## src/rtl/reorder_buffer_pkg.sv

```systemverilog
// ----------------------------------------------------------------------------
// reorder_buffer_pkg
// Shared types for the Tomasulo reorder buffer slice.
//   lc3b_opcode : LC-3b opcode encoding carried through the ROB
//   lc3b_reg    : architectural register index (or branch nzp for op_br)
//   rob_entry_t : one ROB entry {valid, ready, opcode, dest, predict, value}
//   ROB_DEPTH   : number of entries, 2**TAG_WIDTH
// Optional feature macro used by the ROB: ROB_BYPASS_EN (see reorder_buffer.sv).
// ----------------------------------------------------------------------------
package reorder_buffer_pkg;

    localparam int DATA_WIDTH = 16;
    localparam int TAG_WIDTH  = 3;
    localparam int ROB_DEPTH  = 2 ** TAG_WIDTH;

    typedef enum logic [3:0] {
        op_br   = 4'b0000,
        op_add  = 4'b0001,
        op_ldb  = 4'b0010,
        op_stb  = 4'b0011,
        op_jsr  = 4'b0100,
        op_and  = 4'b0101,
        op_ldr  = 4'b0110,
        op_str  = 4'b0111,
        op_rti  = 4'b1000,
        op_not  = 4'b1001,
        op_ldi  = 4'b1010,
        op_sti  = 4'b1011,
        op_jmp  = 4'b1100,
        op_shf  = 4'b1101,
        op_lea  = 4'b1110,
        op_trap = 4'b1111
    } lc3b_opcode;

    typedef logic [2:0] lc3b_reg;

    // The value field is fixed at DATA_WIDTH; the ROB's data_width parameter
    // must stay equal to it.
    typedef struct packed {
        logic                  valid;
        logic                  ready;
        lc3b_opcode            opcode;
        lc3b_reg               dest;
        logic                  predict;
        logic [DATA_WIDTH-1:0] value;
    } rob_entry_t;

endpackage

```

## src/rtl/reorder_buffer_if.sv

```systemverilog
// ----------------------------------------------------------------------------
// reorder_buffer_if
// Bundles every ROB-facing signal of the issue stage, CDB, operand lookup and
// commit controller.
//   slave  : seen by the ROB (issue/CDB/lookup/commit requests in, status out)
//   master : seen by the issue/CDB/commit side
// Ports: WE, opcode_in, dest_in, predict_in, alloc_tag, full (issue);
//        cdb_valid, cdb_tag, cdb_value (CDB); srX_tag/value/ready (lookup);
//        valid_out, opcode_out, dest_out, value_out, predict_out, empty, RE,
//        flush (commit).
// ----------------------------------------------------------------------------
import reorder_buffer_pkg::*;

interface reorder_buffer_if #(
    parameter int data_width = DATA_WIDTH,
    parameter int tag_width  = TAG_WIDTH
);
    logic                  WE;
    lc3b_opcode            opcode_in;
    lc3b_reg               dest_in;
    logic                  predict_in;
    logic [tag_width-1:0]  alloc_tag;
    logic                  full;

    logic                  cdb_valid;
    logic [tag_width-1:0]  cdb_tag;
    logic [data_width-1:0] cdb_value;

    logic [tag_width-1:0]  sr1_tag;
    logic [tag_width-1:0]  sr2_tag;
    logic [data_width-1:0] sr1_value;
    logic [data_width-1:0] sr2_value;
    logic                  sr1_ready;
    logic                  sr2_ready;

    logic                  valid_out;
    lc3b_opcode            opcode_out;
    lc3b_reg               dest_out;
    logic [data_width-1:0] value_out;
    logic                  predict_out;
    logic                  empty;
    logic                  RE;
    logic                  flush;

    modport slave (
        input  WE, opcode_in, dest_in, predict_in,
        input  cdb_valid, cdb_tag, cdb_value,
        input  sr1_tag, sr2_tag,
        input  RE, flush,
        output alloc_tag, full,
        output sr1_value, sr2_value, sr1_ready, sr2_ready,
        output valid_out, opcode_out, dest_out, value_out, predict_out, empty
    );

    modport master (
        output WE, opcode_in, dest_in, predict_in,
        output cdb_valid, cdb_tag, cdb_value,
        output sr1_tag, sr2_tag,
        output RE, flush,
        input  alloc_tag, full,
        input  sr1_value, sr2_value, sr1_ready, sr2_ready,
        input  valid_out, opcode_out, dest_out, value_out, predict_out, empty
    );

endinterface

```

## src/rtl/reorder_buffer_rob_ptr.sv

```systemverilog
// ----------------------------------------------------------------------------
// reorder_buffer_rob_ptr
// Wrap-around pointer register used for the ROB head and tail.
//   clk, reset : clock, asynchronous active-high reset (pointer -> 0)
//   clear      : synchronous clear, wins over inc
//   inc        : advance by one, wrapping modulo 2**tag_width
//   ptr        : current pointer value
// ----------------------------------------------------------------------------
module reorder_buffer_rob_ptr #(
    parameter int tag_width = 3
) (
    input  logic                 clk,
    input  logic                 reset,
    input  logic                 clear,
    input  logic                 inc,
    output logic [tag_width-1:0] ptr
);

    // Natural binary overflow gives the 7 -> 0 wrap with no bubble.
    always_ff @(posedge clk or posedge reset) begin
        if (reset) begin
            ptr <= '0;
        end else if (clear) begin
            ptr <= '0;
        end else if (inc) begin
            ptr <= ptr + 1'b1;
        end
    end

endmodule

```

## src/rtl/reorder_buffer.sv

```systemverilog
// ----------------------------------------------------------------------------
// reorder_buffer
// Circular in-order reorder buffer for the Tomasulo datapath. Issue allocates
// at the tail, the CDB fills entries by tag, commit drains the head through a
// valid_out / RE handshake, and two lookup ports serve operand reads.
//   clk, reset : clock, asynchronous active-high reset
//   rob        : reorder_buffer_if.slave (issue, CDB, lookup, commit, flush)
// Optional feature: define ROB_BYPASS_EN to forward a same-cycle CDB
// broadcast onto the lookup ports. Without it lookups see registered state.
// ----------------------------------------------------------------------------
module reorder_buffer
    import reorder_buffer_pkg::*;
#(
    parameter int data_width = DATA_WIDTH,
    parameter int tag_width  = TAG_WIDTH
) (
    input  logic            clk,
    input  logic            reset,
    reorder_buffer_if.slave rob
);

    localparam int depth = 2 ** tag_width;
    localparam logic [tag_width:0] depth_count = (tag_width + 1)'(depth);

    rob_entry_t           entries [depth];
    logic [tag_width-1:0] head;
    logic [tag_width-1:0] tail;
    logic [tag_width:0]   count;
    logic                 alloc_ok;
    logic                 retire_ok;
    logic                 cdb_hit;

    assign rob.full      = (count == depth_count);
    assign rob.empty     = (count == '0);
    assign rob.alloc_tag = tail;

    assign rob.valid_out   = !rob.empty && entries[head].ready;
    assign rob.opcode_out  = entries[head].opcode;
    assign rob.dest_out    = entries[head].dest;
    assign rob.value_out   = entries[head].value;
    assign rob.predict_out = entries[head].predict;

    assign alloc_ok  = rob.WE && !rob.full;
    assign retire_ok = rob.RE && rob.valid_out;

    // A broadcast aimed at the entry retiring this edge is dropped so the
    // retire and the write never race on the same slot.
    assign cdb_hit = rob.cdb_valid && entries[rob.cdb_tag].valid &&
                     !(retire_ok && (rob.cdb_tag == head));

    reorder_buffer_rob_ptr #(.tag_width(tag_width)) u_head (
        .clk   (clk),
        .reset (reset),
        .clear (rob.flush),
        .inc   (retire_ok),
        .ptr   (head)
    );

    reorder_buffer_rob_ptr #(.tag_width(tag_width)) u_tail (
        .clk   (clk),
        .reset (reset),
        .clear (rob.flush),
        .inc   (alloc_ok),
        .ptr   (tail)
    );

    // Allocate and retire together leave the occupancy unchanged.
    always_ff @(posedge clk or posedge reset) begin
        if (reset) begin
            count <= '0;
        end else if (rob.flush) begin
            count <= '0;
        end else if (alloc_ok && !retire_ok) begin
            count <= count + 1'b1;
        end else if (retire_ok && !alloc_ok) begin
            count <= count - 1'b1;
        end
    end

    // Allocation writes the tail slot, which is never the head slot being
    // retired and never a valid slot a CDB write could target.
    always_ff @(posedge clk or posedge reset) begin
        if (reset) begin
            for (int i = 0; i < depth; i++) begin
                entries[i] <= '0;
            end
        end else if (rob.flush) begin
            for (int i = 0; i < depth; i++) begin
                entries[i].valid <= 1'b0;
                entries[i].ready <= 1'b0;
            end
        end else begin
            if (cdb_hit) begin
                entries[rob.cdb_tag].value <= rob.cdb_value;
                entries[rob.cdb_tag].ready <= 1'b1;
            end
            if (retire_ok) begin
                entries[head].valid <= 1'b0;
                entries[head].ready <= 1'b0;
            end
            if (alloc_ok) begin
                entries[tail] <= '{valid:   1'b1,
                                   ready:   1'b0,
                                   opcode:  rob.opcode_in,
                                   dest:    rob.dest_in,
                                   predict: rob.predict_in,
                                   value:   '0};
            end
        end
    end

    always_comb begin
        rob.sr1_value = entries[rob.sr1_tag].value;
        rob.sr1_ready = entries[rob.sr1_tag].valid && entries[rob.sr1_tag].ready;
        rob.sr2_value = entries[rob.sr2_tag].value;
        rob.sr2_ready = entries[rob.sr2_tag].valid && entries[rob.sr2_tag].ready;
`ifdef ROB_BYPASS_EN
        if (rob.cdb_valid && (rob.cdb_tag == rob.sr1_tag) && entries[rob.sr1_tag].valid) begin
            rob.sr1_value = rob.cdb_value;
            rob.sr1_ready = 1'b1;
        end
        if (rob.cdb_valid && (rob.cdb_tag == rob.sr2_tag) && entries[rob.sr2_tag].valid) begin
            rob.sr2_value = rob.cdb_value;
            rob.sr2_ready = 1'b1;
        end
`endif
    end

endmodule

```

## src/flat_wrapper.sv

```systemverilog
// flat-port wrapper written by rule: the top's interface ports become plain ports
module reorder_buffer_flat import reorder_buffer_pkg::*;
#(
    parameter int data_width = DATA_WIDTH,
    parameter int tag_width  = TAG_WIDTH
)
  (clk, reset, rob_WE, rob_opcode_in, rob_dest_in, rob_predict_in, rob_cdb_valid, rob_cdb_tag, rob_cdb_value, rob_sr1_tag, rob_sr2_tag, rob_RE, rob_flush, rob_alloc_tag, rob_full, rob_sr1_value, rob_sr2_value, rob_sr1_ready, rob_sr2_ready, rob_valid_out, rob_opcode_out, rob_dest_out, rob_value_out, rob_predict_out, rob_empty);
  reorder_buffer_if #(.data_width(data_width), .tag_width(tag_width)) rob_i ();
  input  logic clk;
  input  logic reset;
  input wire logic [$bits(rob_i.WE)-1:0] rob_WE;
  input wire logic [$bits(rob_i.opcode_in)-1:0] rob_opcode_in;
  input wire logic [$bits(rob_i.dest_in)-1:0] rob_dest_in;
  input wire logic [$bits(rob_i.predict_in)-1:0] rob_predict_in;
  input wire logic [$bits(rob_i.cdb_valid)-1:0] rob_cdb_valid;
  input wire logic [$bits(rob_i.cdb_tag)-1:0] rob_cdb_tag;
  input wire logic [$bits(rob_i.cdb_value)-1:0] rob_cdb_value;
  input wire logic [$bits(rob_i.sr1_tag)-1:0] rob_sr1_tag;
  input wire logic [$bits(rob_i.sr2_tag)-1:0] rob_sr2_tag;
  input wire logic [$bits(rob_i.RE)-1:0] rob_RE;
  input wire logic [$bits(rob_i.flush)-1:0] rob_flush;
  output wire logic [$bits(rob_i.alloc_tag)-1:0] rob_alloc_tag;
  output wire logic [$bits(rob_i.full)-1:0] rob_full;
  output wire logic [$bits(rob_i.sr1_value)-1:0] rob_sr1_value;
  output wire logic [$bits(rob_i.sr2_value)-1:0] rob_sr2_value;
  output wire logic [$bits(rob_i.sr1_ready)-1:0] rob_sr1_ready;
  output wire logic [$bits(rob_i.sr2_ready)-1:0] rob_sr2_ready;
  output wire logic [$bits(rob_i.valid_out)-1:0] rob_valid_out;
  output wire logic [$bits(rob_i.opcode_out)-1:0] rob_opcode_out;
  output wire logic [$bits(rob_i.dest_out)-1:0] rob_dest_out;
  output wire logic [$bits(rob_i.value_out)-1:0] rob_value_out;
  output wire logic [$bits(rob_i.predict_out)-1:0] rob_predict_out;
  output wire logic [$bits(rob_i.empty)-1:0] rob_empty;
  assign rob_i.WE = rob_WE;
  assign rob_i.opcode_in = rob_opcode_in;
  assign rob_i.dest_in = rob_dest_in;
  assign rob_i.predict_in = rob_predict_in;
  assign rob_i.cdb_valid = rob_cdb_valid;
  assign rob_i.cdb_tag = rob_cdb_tag;
  assign rob_i.cdb_value = rob_cdb_value;
  assign rob_i.sr1_tag = rob_sr1_tag;
  assign rob_i.sr2_tag = rob_sr2_tag;
  assign rob_i.RE = rob_RE;
  assign rob_i.flush = rob_flush;
  assign rob_alloc_tag = rob_i.alloc_tag;
  assign rob_full = rob_i.full;
  assign rob_sr1_value = rob_i.sr1_value;
  assign rob_sr2_value = rob_i.sr2_value;
  assign rob_sr1_ready = rob_i.sr1_ready;
  assign rob_sr2_ready = rob_i.sr2_ready;
  assign rob_valid_out = rob_i.valid_out;
  assign rob_opcode_out = rob_i.opcode_out;
  assign rob_dest_out = rob_i.dest_out;
  assign rob_value_out = rob_i.value_out;
  assign rob_predict_out = rob_i.predict_out;
  assign rob_empty = rob_i.empty;
  reorder_buffer #(.data_width(data_width), .tag_width(tag_width)) u_core (.clk(clk), .reset(reset), .rob(rob_i));
endmodule
```

## config.mk

```make
export PLATFORM = sky130hd
export DESIGN_NAME = reorder_buffer_flat
export DESIGN_NICKNAME = d
export VERILOG_FILES = /design/src/rtl/reorder_buffer_pkg.sv /design/src/rtl/reorder_buffer_if.sv /design/src/rtl/reorder_buffer_rob_ptr.sv /design/src/rtl/reorder_buffer.sv /design/src/flat_wrapper.sv
export SDC_FILE = /design/constraint.sdc
export NUM_CORES = 1
export LEC_CHECK = 0
export ABC_AREA = 1
export ABC_CLOCK_PERIOD_IN_PS = 10350
export CAP_MARGIN = 40
export CORE_MARGIN = 2
export CORE_UTILIZATION = 25
export CTS_BUF_LIST = sky130_fd_sc_hd__clkbuf_4
export CTS_CLUSTER_DIAMETER = 30
export DETAILED_ROUTE_END_ITERATION = 16
export HOLD_SLACK_MARGIN = 0.12
export PLACE_DENSITY_LB_ADDON = 0.2
export SLEW_MARGIN = 25
export SYNTH_ARGS = -nofsm -noshare
export SYNTH_HDL_FRONTEND = slang
export SYNTH_SLANG_ARGS = --single-unit
```

## constraint.sdc

```tcl
create_clock -name clk -period 10.35 [get_ports clk]
set_input_delay 2.07 -clock clk [delete_from_list [all_inputs] [get_ports clk]]
set_output_delay 2.07 -clock clk [all_outputs]
set_load 0.01 [all_outputs]
```

==> run metrics, run 1 <==
status=finished clean; hold wc startpoint=u_core.entries[144]; Layout Utilization=0.301; Clock Path Buffers=3; period utilization=0.703; count of final setup violators=0; Critical Path Source Type=input pin; initial antenna violation count=2; DRC=0; wire length on met2=30300 µm; Routed Wire Length=66100 µm; Rel. slew slack=0.421; Critical R2R Launch=u_core.u_head.ptr[0]; Synth area leaders=dfrtp_1 39%, nand2_1 17%, nand4_1 6.7%; GPL Wtd Cong=0.882; Hold Path Depth=2; Arr. time, crit path=5.21 ns; Max H-tree Level=3; Yosys top cell by area=dfrtp_1; syn_nets=2082; post-CTS setup buffer count=0; I/O Buffers=102; grt total ovfl=0; CTS tree=built; CTS hold repair buffers=0; CTS Root Cell=clkbuf_4; RSZ-0062 raised after global routing=false; worst-path maximum fanout=58; Synth cell types=37; most used flip-flop cell after synthesis=dfrtp_1; CP Cell Sequence=buf_2 -> buf_4 -> buf_12 -> clkinv_1 -> buf_4 -> a21oi_1 -> o22ai_1 -> o21ai_0 -> inv_1 -> clkdlybuf4s50_1; Max Cap Viol=0; Slew @ Worst Pin=0.866 ns; met1 wire length=27300 µm; # nets final=2157; Hold EP=u_core.entries[144]; Vias/cell=5.32; Seq/Total Area, Yosys=0.386; DIE WIDTH=242 µm; Worst Skew=0.0655 ns; share of cells above drive strength 1=0.0930; reg-to-reg setup timing slack=7.23 ns; synth cell count leaders=639 x nand2_1, 218 x dfrtp_1, 193 x inv_1, 175 x o21ai_0, 161 x nand3_1; Post-synth EDFFs=0; worst ir drop on vdd=0.0863 mV; final cell count without fillers=2931; YS warnings=0; reg-to-reg endpoint=u_core.entries[163]; CP most frequent cell=buf_4; Final TNS setup=0 ns; number of global-route vias before repair=15200; Crit-path slowest cell=clkinv_1; first-pass GRT wire length=99000 µm; R2R cell count=12; Final Hold Fails=0; Post-DP HPWL=40900 µm; Power Density=167 mW/mm²; CP max stage delay=0.58 ns; Starting Density=0.252; mean post-synth cell area=6.94 µm²; synthesized cell area=0.0141 mm²; met3 wire len=5440 µm; Gates resized, CTS repair=0; drt first-iter violations=1877; Synth top area share=0.386; top sig layer=met4; Fmax achieved=137 MHz; Antenna Nets Post-Route=0; row cnt=87; I/O pin cnt=103; total track usage=0.223; largest net degree at the start of global routing=103; CTS Buf Count=77; Synth Register Bits=218; critical path required time=8.28 ns; DRT Pass-1 Iters=6; top-count cell post-synth=nand2_1; Async SR Flop Fraction=1.00; post-layout min period=7.28 ns; worst min path class=reg2reg; Syn-to-layout area delta=19.5%; Core Region=0.0562 mm²; crit path capture type=output port; Final Max Tran Viols=0; routed via count=15600; area of the die=0.0585 mm²; leak pwr=0.00807 µW; Cells after Synth=2038; clock sink count=218; CTS clk-pin slew, worst paths=0.05 ns; critical path class=in2out; placed cell count=2785; die height=242 µm; Avg WL per Cell=22.5 µm; clk_lat worst skew=0.82 ns
==> layer usage <==
metal / track usage / up-vias
li1: - / 7179
met1: 0.281 / 7489
met2: 0.354 / 749
met3: 0.0564 / 169
met4: 0.109 / 0
met5: 0 / -
==> critical path, delay by kind of cell <==
family	cells	cell delay, ns
buffers and inverters	7	2.32
AOI/OAI and AO/OA	3	0.76
==> cell families (layout without fill, tap and decap cells) <==
kind of cell	count (synthesis)	in the layout	share of synthesized area
adder cells (fa/ha/maj)	5	5	0.00495
XOR/XNOR	5	5	0.00310
buffers and inverters	366	500	0.108
flip-flops	218	218	0.386
AO/OA/AOI/OAI	448	448	0.185
AND/OR/NAND/NOR	996	996	0.313
other	0	3	0
==> sequential cells by signal, indices dropped and copies added, names as in the netlist <==
register and flops:
u_core.entries 208, u_core.count 4, u_core.u_head.ptr 3, u_core.u_tail.ptr 3
==> metrics by stage <==
step | worst slack, ns | power (µW) | area, µm² | hold WS, ns
global route | 2.88 | 2990 | 16900 | 0.504
floorplan | 2.32 | 1540 | 14100 | 0.449
global placement | 2.90 | 1810 | 15600 | 0.462
detailed placement | 2.89 | 1830 | 15800 | 0.465
finish | 3.07 | 2820 | 16900 | 0.477
CTS | 2.87 | 2830 | 16800 | 0.480
==> worst max-delay path by stage <==
stage | from | end | cells after the start
floorplan | reset | u_core.count[0] | 1
global placement | rob_sr2_tag[0] | rob_sr2_ready | 9
detailed placement | rob_sr2_tag[0] | rob_sr2_ready | 9
CTS | rob_sr2_tag[0] | rob_sr2_ready | 9
global route | rob_sr2_tag[0] | rob_sr2_ready | 10
finish | rob_sr2_tag[0] | rob_sr2_ready | 10
==> where the power goes <==
group	switching, µW	internal, µW	total (µW)	leakage, µW
clock	458	524	981	0.000582
combinational	450	257	707	0.00457
sequential	123	1000	1130	0.00292
==> layout make-up <==
cell class,count,area [µm²]
Tap cell,756,946
Inverter,219,835
Timing Repair Buffer,143,1520
Clock buffer,106,796
Clock inverter,32,180
Sequential cell,218,5460
Antenna cell,3,7.51
Fill cell,6157,39300
Multi-Input combinational cell,1454,7170
==> cells in the final DEF (no fill, tap or decap), types with 6 or more instances in the layout <==
| master | netlist | routed |
|---|---|---|
| buf_4 | 12 | 26 |
| o22ai_1 | 28 | 28 |
| nor2_1 | 23 | 21 |
| inv_1 | 193 | 191 |
| nor3_2 | 7 | 7 |
| a31oi_1 | 32 | 32 |
| a22oi_1 | 15 | 15 |
| dfrtp_1 | 218 | 218 |
| nand4_1 | 151 | 151 |
| nand3_1 | 161 | 161 |
| clkinv_1 | 9 | 31 |
| clkdlybuf4s50_1 | 0 | 99 |
| nand3_2 | 9 | 9 |
| nand2_1 | 639 | 639 |
| a221oi_1 | 59 | 59 |
| a21oi_1 | 122 | 122 |
| clkbuf_4 | 0 | 106 |
| o21ai_1 | 7 | 7 |
| inv_2 | 15 | 18 |
| buf_8 | 0 | 6 |
| clkinv_2 | 0 | 6 |
| o21ai_0 | 175 | 175 |
No activity file was read; power rests on OpenSTA's default activity.
==> run 2, diff against run 1 <==
ABC_CLOCK_PERIOD_IN_PS = 5800   (was 10350)
clock period = 5.8 ns   (was 10.35 ns; I/O delays follow)
==> run metrics, run 2 (synthesized netlist as in run 1, its figures left out) <==
status=finished clean; clock sink count=218 (unchanged); Slew @ Worst Pin=0.956 ns (+0.0894 ns); crit path capture type=output port; drt first-iter violations=1608 (-14%); Post-DP HPWL=42100 µm (+2.9%); Worst Skew=0.0489 ns (-0.0166 ns); Clock Path Buffers=3 (unchanged); area of the multi-input gates=0.00717 mm² (unchanged); FF/Latch Area=0.00546 mm² (unchanged); Final Max Tran Viols=0 (unchanged); critical path required time=4.64 ns (-3.64 ns); Gates resized, CTS repair=0 (unchanged); clk_lat worst skew=0.81 ns (about the same); register name with the most flops=u_core.entries; Starting Density=0.252 (unchanged); CTS clk-pin slew, worst paths=0.07 ns (+0.02 ns); critical path class=reg2out; GPL Wtd Cong=0.873 (-1.0%); Final TNS setup=0 ns (unchanged); final hold slack=0.479 ns (+0.00171 ns); I/O Buffers=102 (unchanged); most common cell after layout, fill and taps aside=nand2_1; I/O pin cnt=103 (unchanged); Arr. time, crit path=4.23 ns (-0.98 ns); DRC=0 (unchanged); period utilization=0.930; CTS Root Cell=clkbuf_4; post-layout min period=5.39 ns; routed via count=15900 (+2.0%); max reg flops=208 (unchanged); Antenna Nets Post-Route=0 (unchanged); DRT Pass-1 Iters=8 (+2); Filler Cells Inserted=6295 (+2.2%); first-pass GRT wire length=99200 µm (+0.22%); largest net degree at the start of global routing=146 (+42%); most frequent cells in the layout=639 x nand2_1, 218 x dfrtp_1, 192 x inv_1, 175 x o21ai_0, 161 x nand3_1; Vias/cell=5.41 (+1.7%); Max H-tree Level=3 (unchanged); total track usage=0.224 (+0.00151); CTS tree=built; row cnt=87 (unchanged); leak pwr=0.00809 µW (+0.13%); Max Cap Viol=0 (unchanged); Critical Path Source Type=flop; Power Density=288 mW/mm² (+73%); worst ir drop on vdd=0.132 mV (+53%); post-CTS setup buffer count=0 (unchanged); initial antenna violation count=4 (+2); Routed Wire Length=66900 µm (+1.3%); DIE WIDTH=242 µm (unchanged); count of final setup violators=0 (unchanged); grt total ovfl=0 (unchanged); CTS Buf Count=74 (-3.9%); Fmax achieved=185 MHz; Core Region=0.0562 mm² (unchanged); Rel. slew slack=0.363 (-0.0582); RSZ-0062 raised after global routing=false; Top Registers=u_core.entries: 208 flops, u_core.count: 4 flops; CTS hold repair buffers=0 (unchanged); share of cells above drive strength 1=0.0973 (+0.00434); worst min path class=reg2reg; Final Hold Fails=0 (unchanged); number of global-route vias before repair=15000 (-1.2%); # nets final=2168 (+0.51%); Avg WL per Cell=22.8 µm (+1.0%); area of the die=0.0585 mm² (unchanged); Syn-to-layout area delta=19.4%; die height=242 µm (unchanged); worst-path maximum fanout=13 (-78%)
## run 2: cell count changes in the layout (fill, tap and decap cells not counted), moves of 2 or more
cell       previous run  this run
buf_4                26        43
buf_6                 1         3
buf_8                 6         1
bufinv_16             2         0
clkbuf_4            106       104
clkinv_1             31        26
diode_2               3         5
## run 2: final timing paths
check / from / to / slack (ns) / depth (start not counted)
setup / recovery: u_core.u_head.ptr[0] / rob_value_out[15] / 0.41 / 7
hold / removal: u_core.entries[78] / u_core.entries[78] / 0.48 / 2
setup reg to reg: u_core.u_head.ptr[0] / u_core.entries[57] / 2.66 / 12
hold reg to reg: u_core.entries[78] / u_core.entries[78] / 0.48 / 2
max in group asynchronous: reset / u_core.entries[5] / 3.90 / 3
min in group asynchronous: reset / u_core.u_head.ptr[2] / 0.65 / 2
## run 2: final cells by class
cell class | instances | area share
tap | 756 | 0.0560
clock inverter | 26 | 0.00630
clock buffer | 104 | 0.0462
timing repair buffer | 157 | 0.0937
inverter | 219 | 0.0492
multi-input combinational | 1454 | 0.425
sequential | 218 | 0.323
antenna | 5 | 0.000741
## run 2: layer usage
metal | vias up | part of all wire | global-route usage
met5 | - | 0.00033 | 0
met2 | 821 | 0.45 | 0.355
li1 | 7185 | - | -
met4 | 4 | 0.050 | 0.112
met3 | 189 | 0.080 | 0.0504
met1 | 7691 | 0.42 | 0.288
## run 2: critical path: stages, from the launching register on
cell             delay, ns
dfrtp_1               0.63
inv_2                 0.23
nand2_1               0.65
inv_1                 0.44
buf_4                 0.34
a221oi_1              0.33
nand4_1               0.25
clkdlybuf4s50_1       0.56
## run 2: through the flow
stage	worst slack, ns	total power (µW)	util	area (µm²)	cells
after CTS	0.373	4910	0.300	16800	2931
after global placement	1.20	3240	0.281	15800	2793
after floorplan	1.80	2750	-	14100	2038
after detailed placement	1.20	3270	0.284	16000	2801
final	0.407	4870	0.301	16900	2939
after global routing	0.211	5200	0.301	16900	2939
## run 2: power breakdown
part / leakage, µW / switching [µW] / internal, µW
combinational: 0.00462 / 793 / 459
sequential: 0.00292 / 223 / 1790
clock: 0.000541 / 779 / 825
